$ cat src/rtl/tick_gen_pkg.sv
// tick_gen_pkg: shared defaults, divisor type and index-width helper for the tick generator.
package tick_gen_pkg;
    localparam int unsigned DEFAULT_WIDTH         = 28;
    localparam int unsigned DEFAULT_RESET_DIVISOR = 200_000_000;

    typedef logic [DEFAULT_WIDTH-1:0] divisor_t;

    function automatic int unsigned idx_width(input int unsigned n);
        return (n > 1) ? $clog2(n) : 1;
    endfunction
endpackage

$ cat src/rtl/tick_channel.sv
// tick_channel: one divider channel with a shadowed divisor applied at the period boundary.
// The Square toggle flop is built only when TICK_GEN_TOGGLE_EN is defined.
module tick_channel
    import tick_gen_pkg::*;
#(
    parameter int unsigned WIDTH         = DEFAULT_WIDTH,
    parameter int unsigned RESET_DIVISOR = DEFAULT_RESET_DIVISOR
) (
    input  logic             clk_i,
    input  logic             rst_ni,
    input  logic             en_i,
    input  logic             sync_i,
    input  logic             load_i,
    input  logic [WIDTH-1:0] load_div_i,
    output logic             tick_o,
    output logic             square_o,
    output logic             pend_o
);
    logic [WIDTH-1:0] cnt_q, cnt_d, div_q, div_d, shd_q, shd_d;
    logic             pend_q, pend_d, tick_q, tick_d, apply;

    always_comb begin
        cnt_d  = cnt_q;
        div_d  = div_q;
        shd_d  = load_i ? load_div_i : shd_q;
        pend_d = pend_q;
        tick_d = 1'b0;
        apply  = 1'b0;
        if (sync_i) begin
            cnt_d  = '0;
            div_d  = load_i ? load_div_i : (pend_q ? shd_q : div_q);
            pend_d = 1'b0;
        end else begin
            // A halted or paused channel takes a pending divisor at once; a running one waits for its wrap.
            if (div_q == '0) begin
                cnt_d = '0;
                apply = pend_q;
            end else if (!en_i) begin
                cnt_d = pend_q ? '0 : cnt_q;
                apply = pend_q;
            end else if (cnt_q == div_q - WIDTH'(1)) begin
                cnt_d  = '0;
                tick_d = 1'b1;
                apply  = pend_q;
            end else begin
                cnt_d = cnt_q + WIDTH'(1);
            end
            div_d  = apply ? shd_q : div_q;
            pend_d = load_i | (pend_q & ~apply);
        end
    end

    always_ff @(posedge clk_i or negedge rst_ni) begin
        if (!rst_ni) begin
            cnt_q  <= '0;
            div_q  <= WIDTH'(RESET_DIVISOR);
            shd_q  <= '0;
            pend_q <= 1'b0;
            tick_q <= 1'b0;
        end else begin
            cnt_q  <= cnt_d;
            div_q  <= div_d;
            shd_q  <= shd_d;
            pend_q <= pend_d;
            tick_q <= tick_d;
        end
    end

`ifdef TICK_GEN_TOGGLE_EN
    logic sq_q, sq_d;

    assign sq_d = sync_i ? 1'b0 : sq_q ^ tick_d;

    always_ff @(posedge clk_i or negedge rst_ni) begin
        if (!rst_ni) sq_q <= 1'b0;
        else         sq_q <= sq_d;
    end

    assign square_o = sq_q;
`else
    assign square_o = 1'b0;
`endif

    assign tick_o = tick_q;
    assign pend_o = pend_q;
endmodule

$ cat src/rtl/tick_generator.sv
// tick_generator: multi-channel programmable tick generator with run-time divisor reload.
// Define TICK_GEN_TOGGLE_EN to build the per-channel Square toggle outputs.
module tick_generator
    import tick_gen_pkg::*;
#(
    parameter  int unsigned CHANNELS      = 3,
    parameter  int unsigned WIDTH         = DEFAULT_WIDTH,
    parameter  int unsigned RESET_DIVISOR = DEFAULT_RESET_DIVISOR,
    localparam int unsigned IDXW          = idx_width(CHANNELS)
) (
    input  logic                MasterClock,
    input  logic                ResetN,
    input  logic [CHANNELS-1:0] Enable,
    input  logic                Sync,
    input  logic                LoadValid,
    input  logic [IDXW-1:0]     LoadChannel,
    input  logic [WIDTH-1:0]    LoadDivisor,
    output logic [CHANNELS-1:0] Tick,
    output logic [CHANNELS-1:0] Square,
    output logic [CHANNELS-1:0] Pending
);
    logic [CHANNELS-1:0] load;

    for (genvar i = 0; i < CHANNELS; i++) begin : g_ch
        // Out-of-range channel indices match no strobe and are dropped.
        assign load[i] = LoadValid && (LoadChannel == IDXW'(i));

        tick_channel #(
            .WIDTH        (WIDTH),
            .RESET_DIVISOR(RESET_DIVISOR)
        ) u_ch (
            .clk_i     (MasterClock),
            .rst_ni    (ResetN),
            .en_i      (Enable[i]),
            .sync_i    (Sync),
            .load_i    (load[i]),
            .load_div_i(LoadDivisor),
            .tick_o    (Tick[i]),
            .square_o  (Square[i]),
            .pend_o    (Pending[i])
        );
    end
endmodule

$ cat config.mk
export PLATFORM = sky130hd
export DESIGN_NAME = tick_generator
export DESIGN_NICKNAME = d
export VERILOG_FILES = /design/src/rtl/tick_gen_pkg.sv /design/src/rtl/tick_channel.sv /design/src/rtl/tick_generator.sv
export SDC_FILE = /design/constraint.sdc
export NUM_CORES = 1
export LEC_CHECK = 0
export BUFFER_PORTS_ARGS = -buffer_cell sky130_fd_sc_hd__buf_2
export CELL_PAD_IN_SITES_DETAIL_PLACEMENT = 0
export CELL_PAD_IN_SITES_GLOBAL_PLACEMENT = 1
export CORE_AREA = 2 2 194 196
export CTS_CLUSTER_DIAMETER = 50
export DETAILED_ROUTE_END_ITERATION = 10
export DIE_AREA = 0 0 196 198
export MAX_ROUTING_LAYER = met4
export PLACE_DENSITY_LB_ADDON = 0.12
export SYNTH_ARGS = -nofsm -noshare
export SYNTH_HDL_FRONTEND = slang
export SYNTH_SLANG_ARGS = --single-unit
$ cat constraint.sdc
create_clock -name MasterClock -period 5.07 [get_ports MasterClock]
set_input_delay 0 -clock MasterClock [delete_from_list [all_inputs] [get_ports MasterClock]]
set_output_delay 0 -clock MasterClock [all_outputs]
set_load 0.02 [all_outputs]
After elaboration in Yosys (flattened, before gate mapping)
Cells that the tools add are included.
Cells by class
  reductions and logical operators: 16
  equality and inequality tests: 8
  multiplexer cells: 54
  $add $sub $neg: 6
  bitwise gates (word level): 9
Operators by type and width (number)
  $mux W28: 27
  $add A28 B1 Y28 const B: 3
  $eq A28 B28 Y1: 3
  $logic_not A28 Y1: 3
  $sub A28 B1 Y28 const B: 3
  $mux W1: 27
  $reduce_bool A4 Y1: 3
  $ne A3 B1 Y1 const B: 3
  $reduce_and A2 Y1: 3
  $reduce_bool A2 Y1: 3
  $and A1 B1 Y1: 3
  $logic_and A1 B1 Y1: 3
  $not A1 Y1: 3
  $or A1 B1 Y1: 3
  $eq A2 B1 Y1 const B: 1
  $eq A2 B2 Y1 const B: 1
  $logic_not A2 Y1: 1
Storage, ports and cells
  bits of input ports: 37
  flip-flop bits (word level): 258
  word-level logic and storage cells: 108

Logic depth before layout (Yosys ltp)
  depth in word-level cells: 10
  depth in mapped cells: 15
  depth with buffers taken out: 11

Modules after synthesis
Synthesis repeated with hierarchy kept, for this count alone.
Second synthesis, totals
  cells, all modules: 1685
  area total of the unflattened synthesis: 16139.2 um2
By module, submodules not included
  tick_channel (g_ch[1].u_ch ...): cells an instance 501, instances 2, area each 5071.1 um2, seq. area each 2167.1 um2
  tick_channel (g_ch[0].u_ch): cells an instance 680, instances 1, area each 5967.0 um2, seq. area each 2167.1 um2
  tick_generator: cells an instance 3, instances 1, area each 30.0 um2, seq. area each 0.0 um2

Least setup slack after synthesis
No wires, ideal clock.
  kind: reg-to-reg
  start: register g_ch[0].u_ch.div_q[10]
  end: register g_ch[0].u_ch.div_q[10]
  path buffers: 5
  setup slack: 1229 ps
  arrival: 3715 ps
  period minus slack after synthesis: 3841 ps
  stages on the path, launching flop included: 15
  cell sequence: dfrtp_1 -> buf_6 -> or4_4 -> or4_1 -> buf_2 -> or4_1 -> o32ai_2 -> a2bb2oi_4 -> nand4_4 -> and2_4 -> buf_6 -> or2_1 -> buf_6 -> buf_6 -> a221o_1
On the way
  longest elaborated chain between the ends: 8
  elaborated cells on any way between the ends: 9
  those cells by class: add/sub (1); eq/ne (1); mux (4); reduce/logical (3)
Ends and longest elaborated chain
  start, declared: RTL line tick_channel.sv:19  | logic [WIDTH-1:0] cnt_q, cnt_d, div_q, div_d, shd_q, shd_d;
  start signal, assigned: RTL line tick_channel.sv:56  | div_q <= WIDTH'(RESET_DIVISOR);
  start signal, assigned: RTL line tick_channel.sv:62  | div_q <= div_d;
  $sub A28 B1 Y28: RTL line tick_channel.sv:41  | end else if (cnt_q == div_q - WIDTH'(1)) begin
  $eq A28 B28 Y1: RTL line tick_channel.sv:41
  $mux W1: RTL line tick_channel.sv:41
  $mux W1: RTL line tick_channel.sv:38  | end else if (!en_i) begin
  $mux W1 (*): RTL line tick_channel.sv:35  | if (div_q == '0) begin
  $mux W1 (*): RTL line tick_channel.sv:29  | if (sync_i) begin
  $reduce_bool A2 Y1 (no line) (*)
  $reduce_and A2 Y1 (no line) (*)
Every way passes the cells marked *; elsewhere a longest branch is shown, timed or not. The select of a mux whose other input is x is not followed.
A chain may end at the register's enable or synchronous reset.

Final worst setup path
  start: register g_ch[0].u_ch.div_q[0]
  end: register g_ch[0].u_ch.div_q[4]
The elaborated chain is that of the path after synthesis.

==> impl_results.md <==
- Status: finished clean
- Post-Syn Area: 15,900 µm²
- Global-route wire length before repair: 73.5 mm
- Largest net degree at the start of global routing: 128
- Fraction of registers with async set/reset: 100%
- Design Area, Final: 18,300 µm²
- Avg Inst Size Synth: 9.05 µm²
- Critical-path cell list: inv_1, ha_1, or4b_1, nor3_2, nor4b_1, xnor2_1, nor3_1, nand4_4, and2_4, or2_1, a221o_1
- Drt drc: 0
- Die width: 196 µm
- Starting density of the core: 43.1%
- Grt ovf: 0
- Setup Crit Path Kind: flip-flop to flip-flop
- Die height: 198 µm
- Final Hold Vio Count: 0
- # setup viols final: 0
- All-Layer GR Usage: 24.7%
- Peak VDD IR: 252 µV
- Antenna viol nets, final: 0
- Post-synth EDFFs: 0
- Post-CTS setup buffers: 0
- DRT iter0 DRCs: 795
- Synth area leaders: dfrtp_1, dfstp_2, nand2_1, mux2i_1, mux2_2
- TritonCTS Buffers: 41
- Routed vias: 13,400
- Reg clk slew, reported paths: 0.05 ns
- Hpwl dp: 31.1 mm
- Detail-routed via count per cell: 5.88
- Worst-Margin Slew: 1.01 ns
- Worst path required time: 5.48 ns
- Share of cells above drive strength 1: 15.0%
- Vias in the first global route: 13,100
- Clock Latency Late Sink: 0.56 ns
- Final #Nets: 1,821
- Post-synthesis register bit count: 258
- Routability cong.: 0.903
- Pins Over Slew Limit: 0
- Core region area: 37,000 µm²
- Tmin final: 4.38 ns
- CP startpoint kind: flip-flop
- Count leader, synth: nand2_1
- Max Buffers Root-to-Sink: 3
- I/O pin total: 46
- Slew headroom: 32.2%
- Root Buffer: clkbuf_16
- Synth Warn #: 0
- Wire length per cell: 20.0 µm
- Buffers on Ports: 42
- Post-synth top area cell: dfrtp_1
- FF/Latch Area: 6500 µm²
- Top_reg_cell synth: dfrtp_1
- Routed wire length: 45.7 mm
- WHS: 0.0580 ns
- Initial antenna violation count: 0
- Crit Path Max Fanout: 46
- CP endpoint kind: flip-flop
- CP arrival: 4.79 ns
- Pleak: 7.78 nW
- Setup TNS Final: 0 ns
- Most common library cells after synthesis: nand2_1, dfrtp_1, clkbuf_1, nand3_1, nor2_1
- Worst path slowest cell: or4b_1
- Tcrit/Tclk final: 86.3%
- Synth cell types: 81
- Area delta synth->final: 14.9%
- Filler cells: 3,526
- Worst Hold Class: input pin to flip-flop
- Die Area: 38,800 µm²
- Area occupied by multi-input gates: 8710 µm²
- Antenna Cells: 0
- DP Area: 16,400 µm²
- Final Core Density: 49.5%
- Seq/Total Area, Yosys: 40.8%
- Achievable Freq: 229 MHz
- Gates resized, CTS repair: 0
- Drt first pass iters: 5
- Clock Skews: 0.0298 ns
- Cells after Synth: 1,758
- Power Dens Cells: 419 nW/µm²
- Clock sinks: 258
- Core Rows: 71
- CTS tree: yes
- Post-synth top area share: 34.9%
- Total power: 0.00766 W
- Unrepaired setup endpoints after global routing: false
- Max-cap violations: 0
- Hold_buf cts: 35
- Largest stage delay on the critical path: 0.62 ns
- Htree depth: 2
## kinds of logic (layout without fill, tap and decap cells)
family	Yosys count	count (layout)	share of synthesized area [%]
multiplexers	133	133	8.83
AO/OA/AOI/OAI	366	366	16.5
XOR/XNOR	98	98	5.39
flip-flops	258	258	40.8
other	1	3	0.0236
AND/OR/NAND/NOR	715	715	23.1
buffers and inverters	181	232	4.78
adder cells (fa/ha/maj)	6	6	0.472
## stage by stage
stage	worst slack (ns)	instances
floorplan	1.23	1760
global placement	0.772	2174
detailed placement	0.720	2174
CTS	0.692	2285
global route	0.409	2285
finish	0.695	2285
## flip-flops by register name, indices dropped and copies added, names as in the netlist
signal            count
g_ch.u_ch.cnt_q      84
g_ch.u_ch.div_q      84
g_ch.u_ch.shd_q      84
g_ch.u_ch.pend_o      3
g_ch.u_ch.tick_o      3
## critical path: cells and delay by family (launching register included)
kind	cells	cell delay, ns
simple gates	7	2.99
compound gates	1	0.47
flops	1	0.41
fa+ha+maj	1	0.18
xor+xnor	1	0.13
buf+inv	1	0.07
## path summary, 6_finish.rpt
check                                            start                     end  slack, ns  cells after the start
min in group asynchronous                       ResetN   g_ch[0].u_ch.cnt_q[5]       0.49                      3
worst max-delay path             g_ch[0].u_ch.div_q[0]   g_ch[0].u_ch.div_q[4]       0.69                     11
worst min-delay path                    LoadChannel[1]  g_ch[0].u_ch.shd_q[26]       0.06                      5
worst max register to register   g_ch[0].u_ch.div_q[0]   g_ch[0].u_ch.div_q[4]       0.69                     11
worst min register to register  g_ch[0].u_ch.shd_q[27]  g_ch[0].u_ch.shd_q[27]       0.49                      2
max in group asynchronous                       ResetN   g_ch[0].u_ch.div_q[4]       3.28                      4
## cell type report
cell class              instances  area share, %
multi-input cells            1321           47.6
flip-flops and latches        258           35.6
clock buffers                  55           6.51
repair buffers                102           4.27
well taps                     474           3.24
clock inverters                21           1.71
inverters                      54           1.11
## per-layer routing
metal  track usage (%)  wire, µm
met1              32.7     21500
met2              39.6     21400
met3              3.01      1560
met4              8.22      1270
met5                 -         0
## layout by cell type, fill, tap and decap left out, drive strengths merged, types with 55 or more instances in the layout
cell	n
nand3	78
dfrtp	222
nor2	75
buf	68
nor3	62
inv	58
mux2i	74
a221o	64
xnor2	68
clkbuf	55
a21oi	55
o21ai	71
mux2	59
nand2	240
## power by group
part | switching (W) | leakage, nW | internal [W]
clock | 0.00107 | 0.733 | 0.00202
sequential | 0.000468 | 3.21 | 0.00248
combinational | 0.000869 | 3.84 | 0.000757
total | 0.00241 | 7.78 | 0.00525
No activity file was read; power rests on OpenSTA's default activity.
